[src/rtl/pipe_control.sv]
// rtl/pipe_control.sv - RV32I pipelined control: decode, ID/EX/MEM/WB control registers,
// load-use interlock, redirect flush and multi-cycle MUL/DIV hold.
module pipe_control #(
  parameter int MULDIV_CYCLES = 4,
  parameter bit EN_MULDIV     = 1'b1,
  parameter int RA_W          = 5
) (
  input  logic            clk,
  input  logic            rst,
  input  logic [31:0]     id_instr,
  input  logic            id_valid,
  input  logic            ex_redirect,
  output logic            stall_if,
  output logic            flush_id,
  output logic            muldiv_busy,
  output logic            ex_valid,
  output logic            ex_immreg,
  output logic            ex_brinst,
  output logic            ex_jaljalr,
  output logic            ex_muldiv,
  output logic            mem_valid,
  output logic            mem_dmwenable,
  output logic            mem_useDM,
  output logic            wb_rfwenable,
  output logic [1:0]      wb_sel,
  output logic [RA_W-1:0] wb_rd
);

  localparam logic [6:0] OP_RTYPE  = 7'b0110011;
  localparam logic [6:0] OP_LOAD   = 7'b0000011;
  localparam logic [6:0] OP_STORE  = 7'b0100011;
  localparam logic [6:0] OP_BRANCH = 7'b1100011;
  localparam logic [6:0] OP_JAL    = 7'b1101111;
  localparam logic [6:0] OP_JALR   = 7'b1100111;
  localparam logic [6:0] F7_MULDIV = 7'b0000001;

  localparam logic [1:0] WB_ALU = 2'b00;
  localparam logic [1:0] WB_DM  = 2'b01;
  localparam logic [1:0] WB_PC4 = 2'b10;
  localparam logic [1:0] WB_MD  = 2'b11;

  localparam logic [3:0] MD_LOAD = 4'(MULDIV_CYCLES - 1);

  typedef struct packed {
    logic            valid;
    logic            immreg;
    logic            brinst;
    logic            jaljalr;
    logic            muldiv;
    logic            dmwenable;
    logic            usedm;
    logic            rfwenable;
    logic [1:0]      wbsel;
    logic [RA_W-1:0] rd;
    logic [RA_W-1:0] rs1;
    logic [RA_W-1:0] rs2;
  } stage_t;

  stage_t     id_dec;
  stage_t     ex_q, ex_d;
  stage_t     mem_q, mem_d;
  stage_t     wb_q, wb_d;
  logic [3:0] cnt_q, cnt_d;

  logic [6:0] op;
  logic [6:0] funct7;
  logic       is_rtype, is_load, is_store, is_branch, is_jump;
  logic       uses_rs2;
  logic       busy;
  logic       redirect;
  logic       load_use;

  assign op        = id_instr[6:0];
  assign funct7    = id_instr[31:25];
  assign is_rtype  = (op == OP_RTYPE);
  assign is_load   = (op == OP_LOAD);
  assign is_store  = (op == OP_STORE);
  assign is_branch = (op == OP_BRANCH);
  assign is_jump   = (op == OP_JAL) || (op == OP_JALR);
  assign uses_rs2  = is_rtype || is_store || is_branch;

  always_comb begin
    id_dec           = '0;
    id_dec.valid     = id_valid;
    id_dec.immreg    = !is_rtype;
    id_dec.brinst    = is_branch;
    id_dec.jaljalr   = is_jump;
    id_dec.muldiv    = EN_MULDIV && is_rtype && (funct7 == F7_MULDIV);
    id_dec.dmwenable = is_store;
    id_dec.usedm     = is_load;
    id_dec.rd        = RA_W'(id_instr[11:7]);
    id_dec.rs1       = RA_W'(id_instr[19:15]);
    id_dec.rs2       = RA_W'(id_instr[24:20]);
    id_dec.rfwenable = !(is_store || is_branch) && (id_instr[11:7] != 5'd0);
    if (is_jump)
      id_dec.wbsel = WB_PC4;
    else if (is_load)
      id_dec.wbsel = WB_DM;
    else if (id_dec.muldiv)
      id_dec.wbsel = WB_MD;
    else
      id_dec.wbsel = WB_ALU;
  end

  // A held MUL/DIV cannot be a branch, so any redirect seen during the hold is spurious.
  assign busy     = (cnt_q != 4'd0);
  assign redirect = ex_redirect && !busy;

  assign load_use = ex_q.valid && ex_q.usedm && (ex_q.rd != '0) && id_valid &&
                    ((id_dec.rs1 == ex_q.rd) || (uses_rs2 && (id_dec.rs2 == ex_q.rd)));

  always_comb begin
    ex_d  = ex_q;
    mem_d = mem_q;
    wb_d  = mem_q;
    cnt_d = cnt_q;
    if (busy) begin
      mem_d = '0;
      cnt_d = cnt_q - 4'd1;
    end else begin
      mem_d = ex_q;
      if (redirect || load_use || !id_valid)
        ex_d = '0;
      else
        ex_d = id_dec;
      cnt_d = (ex_d.valid && ex_d.muldiv) ? MD_LOAD : 4'd0;
    end
  end

  always_ff @(posedge clk) begin
    if (rst) begin
      ex_q  <= '0;
      mem_q <= '0;
      wb_q  <= '0;
      cnt_q <= 4'd0;
    end else begin
      ex_q  <= ex_d;
      mem_q <= mem_d;
      wb_q  <= wb_d;
      cnt_q <= cnt_d;
    end
  end

  // A MUL/DIV hold already freezes ID, so a coincident load-use adds no extra stall.
  assign stall_if    = busy || (load_use && !redirect);
  assign flush_id    = redirect;
  assign muldiv_busy = busy;

  assign ex_valid   = ex_q.valid;
  assign ex_immreg  = ex_q.valid && ex_q.immreg;
  assign ex_brinst  = ex_q.valid && ex_q.brinst;
  assign ex_jaljalr = ex_q.valid && ex_q.jaljalr;
  assign ex_muldiv  = ex_q.valid && ex_q.muldiv;

  assign mem_valid     = mem_q.valid;
  assign mem_dmwenable = mem_q.valid && mem_q.dmwenable;
  assign mem_useDM     = mem_q.valid && mem_q.usedm;

  assign wb_rfwenable = wb_q.valid && wb_q.rfwenable;
  assign wb_sel       = wb_q.valid ? wb_q.wbsel : WB_ALU;
  assign wb_rd        = wb_q.valid ? wb_q.rd : '0;

  // Source registers and late-stage control travel with the instruction for the datapath.
  logic unused_ok;
  assign unused_ok = ^{id_instr[14:12], wb_q.immreg, wb_q.brinst, wb_q.jaljalr,
                       wb_q.muldiv, wb_q.dmwenable, wb_q.usedm, wb_q.rs1, wb_q.rs2};

endmodule

[config.mk]
export PLATFORM = sky130hd
export DESIGN_NAME = pipe_control
export DESIGN_NICKNAME = d
export VERILOG_FILES = /design/src/rtl/pipe_control.sv
export SDC_FILE = /design/constraint.sdc
export NUM_CORES = 1
export LEC_CHECK = 0
export CAP_MARGIN = 10
export CELL_PAD_IN_SITES_DETAIL_PLACEMENT = 1
export CELL_PAD_IN_SITES_GLOBAL_PLACEMENT = 1
export CORE_MARGIN = 8
export CORE_UTILIZATION = 37
export CTS_BUF_LIST = sky130_fd_sc_hd__clkbuf_2
export DETAILED_ROUTE_END_ITERATION = 16
export HOLD_SLACK_MARGIN = 0.05
export PLACE_DENSITY_LB_ADDON = 0.2
export SKIP_CTS_REPAIR_TIMING = 1
export SLEW_MARGIN = 15
export SYNTH_ARGS = -nofsm -noshare
export SYNTH_HDL_FRONTEND = slang
export SYNTH_SLANG_ARGS = --single-unit
[constraint.sdc]
create_clock -name clk -period 6.5 [get_ports clk]
set_input_delay 1.95 -clock clk [delete_from_list [all_inputs] [get_ports clk]]
set_output_delay 1.95 -clock clk [all_outputs]
set_load 0.005 [all_outputs]
==> impl_metrics.json <==
{
  "yosys_warnings": 0,
  "clk_pin_slew_worst_paths_ns": 0.17,
  "fin_setup_tns_ns": 0,
  "maxCapViolCount": 0,
  "synth_area_per_cell_um2": 10.2,
  "fmax_ghz": 0.166,
  "min_period_ns": 6.02,
  "yosysTopAreaCell": "dfxtp_1",
  "yosysSeqAreaShare": 0.490,
  "fp-row-count": 24,
  "hold_viol": 0,
  "grt_pass1_vias": 1434,
  "hp-class": "flop to flop",
  "worst_slew_pin_slew_ns": 1.02,
  "overflow": 0,
  "coreArea_mm2": 0.00426,
  "final_area_mm2": 0.00221,
  "setup_viol": 0,
  "critical_path_class": "input port to primary output",
  "ys.flop_type": "dfxtp_1",
  "cts_root_buf": "clkbuf_2",
  "wl_per_cell_um": 15.0,
  "start_kind": "input port",
  "die_w_um": 81.6,
  "hpwlAfterDp_um": 3230,
  "die-height_um": 81.6,
  "antenna_found_initial": 0,
  "drt-initial-drc-count": 40,
  "track_usage": 0.126,
  "vias": 1299,
  "die_area_mm2": 0.00666,
  "synth.distinct_cells": 35,
  "route.detailed.drc": 0,
  "cts_max_level": 2,
  "n_antenna_cell": 0,
  "area_growth_pct": 38.7,
  "tritoncts": "built",
  "cp.arrival_ns": 4.07,
  "crit_fanout": 3,
  "ys_seq_elements": 39,
  "worst_skew_pair.late_latency_ns": 0.40,
  "clock_skew_ns": 0.0193,
  "relSlewSlack": 0.315,
  "grt_max_degree": 18,
  "ioPinCount": 55,
  "io_buffers": 51,
  "synth_area_leaders": "dfxtp_1 49%, and2_1 10%, xnor2_1 5.5%",
  "worst_setup_path_end_kind": "primary output",
  "synth_commonest_cells": "39 x dfxtp_1, 26 x and2_1, 11 x nor2b_1",
  "grt_pass1_wl_um": 6420,
  "synth_fp_nets": 194,
  "drive_above_1_share": 0.0995,
  "leakagePower_nw": 0.817,
  "via_per_inst": 4.94,
  "yosysTopAreaCellShare": 0.490,
  "postSynth.asyncResetShare": 0,
  "worst_ep_required_time_ns": 4.55,
  "first_pass_iters": 4,
  "cts_max_path_buffers": 2,
  "irDropWorstVdd_uv": 113,
  "synth_edf_count": 0,
  "clkSinkCount": 39,
  "nets": 248,
  "netlist_instances": 156,
  "synth_area_mm2": 0.00159,
  "wirelength_um": 3940,
  "cellPowerDensity_mw_per_mm2": 274,
  "grt_setup_unrepaired": "false",
  "yosysMostFrequentCell": "dfxtp_1",
  "start_util": 0.374,
  "final_max_slew_viol_count": 0,
  "status": "complete, no violations",
  "period_share": 0.926,
  "place_area_mm2": 0.00215,
  "place_congestion": 0.834,
  "numCtsBuffers": 5,
  "drtAntennaViolNets": 0
}
-- cell usage in the layout, fill, tap and decap left out, types with 2 or more instances in the layout --
cell type	synthesis	routed
xor2_1	2	2
nand3_1	7	7
o21ai_0	2	2
a22o_1	8	8
nand2_1	3	3
ha_1	2	2
and2_1	26	26
inv_1	3	3
nor3_1	4	4
a22o_2	5	5
clkdlybuf4s50_1	0	51
dfxtp_1	39	39
nor2_1	10	10
nor3b_1	2	2
xnor2_1	10	10
nor2b_1	11	11
clkbuf_2	0	5
-- layout make-up --
class	count	area, um^2
clock buffer	5	25.0
clock inverter	3	38.8
fill	474	2050
inverter	3	11.3
multi-input combinational	110	779
sequential	39	781
tap	52	65.1
timing repair buffer	51	510
-- metal layers --
layer,track usage,vias to the layer above,routed length [um]
li1,-,640,-
met1,0.123,616,1550
met2,0.236,38,2060
met3,0.0449,5,276
met4,0.0474,0,52
met5,0,-,0
-- worst max-delay path, cell delays in order --
cell             delay, ns
clkdlybuf4s50_1       0.44
and4bb_2              0.35
nand3_1               0.12
nor4b_2               0.40
nor2_1                0.08
o21ai_0               0.20
clkdlybuf4s50_1       0.54
-- cell families after synthesis --
| family | share of synthesized area |
|---|---|
| xor+xnor | 0.0659 |
| simple gates | 0.294 |
| compound gates | 0.113 |
| flops | 0.490 |
| fa+ha+maj | 0.0157 |
| buf+inv | 0.0212 |
-- stage by stage --
step           std cells  utilization  setup slack (ns)  power [mW]  hold WS (ns)
6_report             263        0.518             0.479       0.606         0.457
5_1_grt              263        0.518             0.318       0.642         0.467
4_1_cts              263        0.518             0.439       0.615         0.460
3_5_place_dp         255        0.504             0.441       0.473         0.425
3_3_place_gp         255        0.504             0.521       0.460         0.420
2_1_floorplan        156            -              1.62       0.388         0.414
-- power by group --
group,switching [mW],internal [mW]
logic,0.0867,0.0966
registers,0.0189,0.261
clock network,0.0794,0.0632
total,0.185,0.421
-- flip-flops by register name, indices dropped and copies added, names as in the netlist --
| name | flops |
|---|---|
| cnt_q | 4 |
| ex_valid | 1 |
| wb_q | 9 |
| mem_valid | 1 |
| mem_q | 10 |
| ex_q | 14 |
-- final timing paths --
path,from,endpoint,slack (ns),cells past startpoint
max,id_instr[2],stall_if,0.48,7
min,mem_q[14],wb_q[14],0.46,1
max reg2reg,cnt_q[0],ex_q[15],3.83,7
min reg2reg,mem_q[14],wb_q[14],0.46,1
Note: power is estimated with default switching activity, not from simulation.
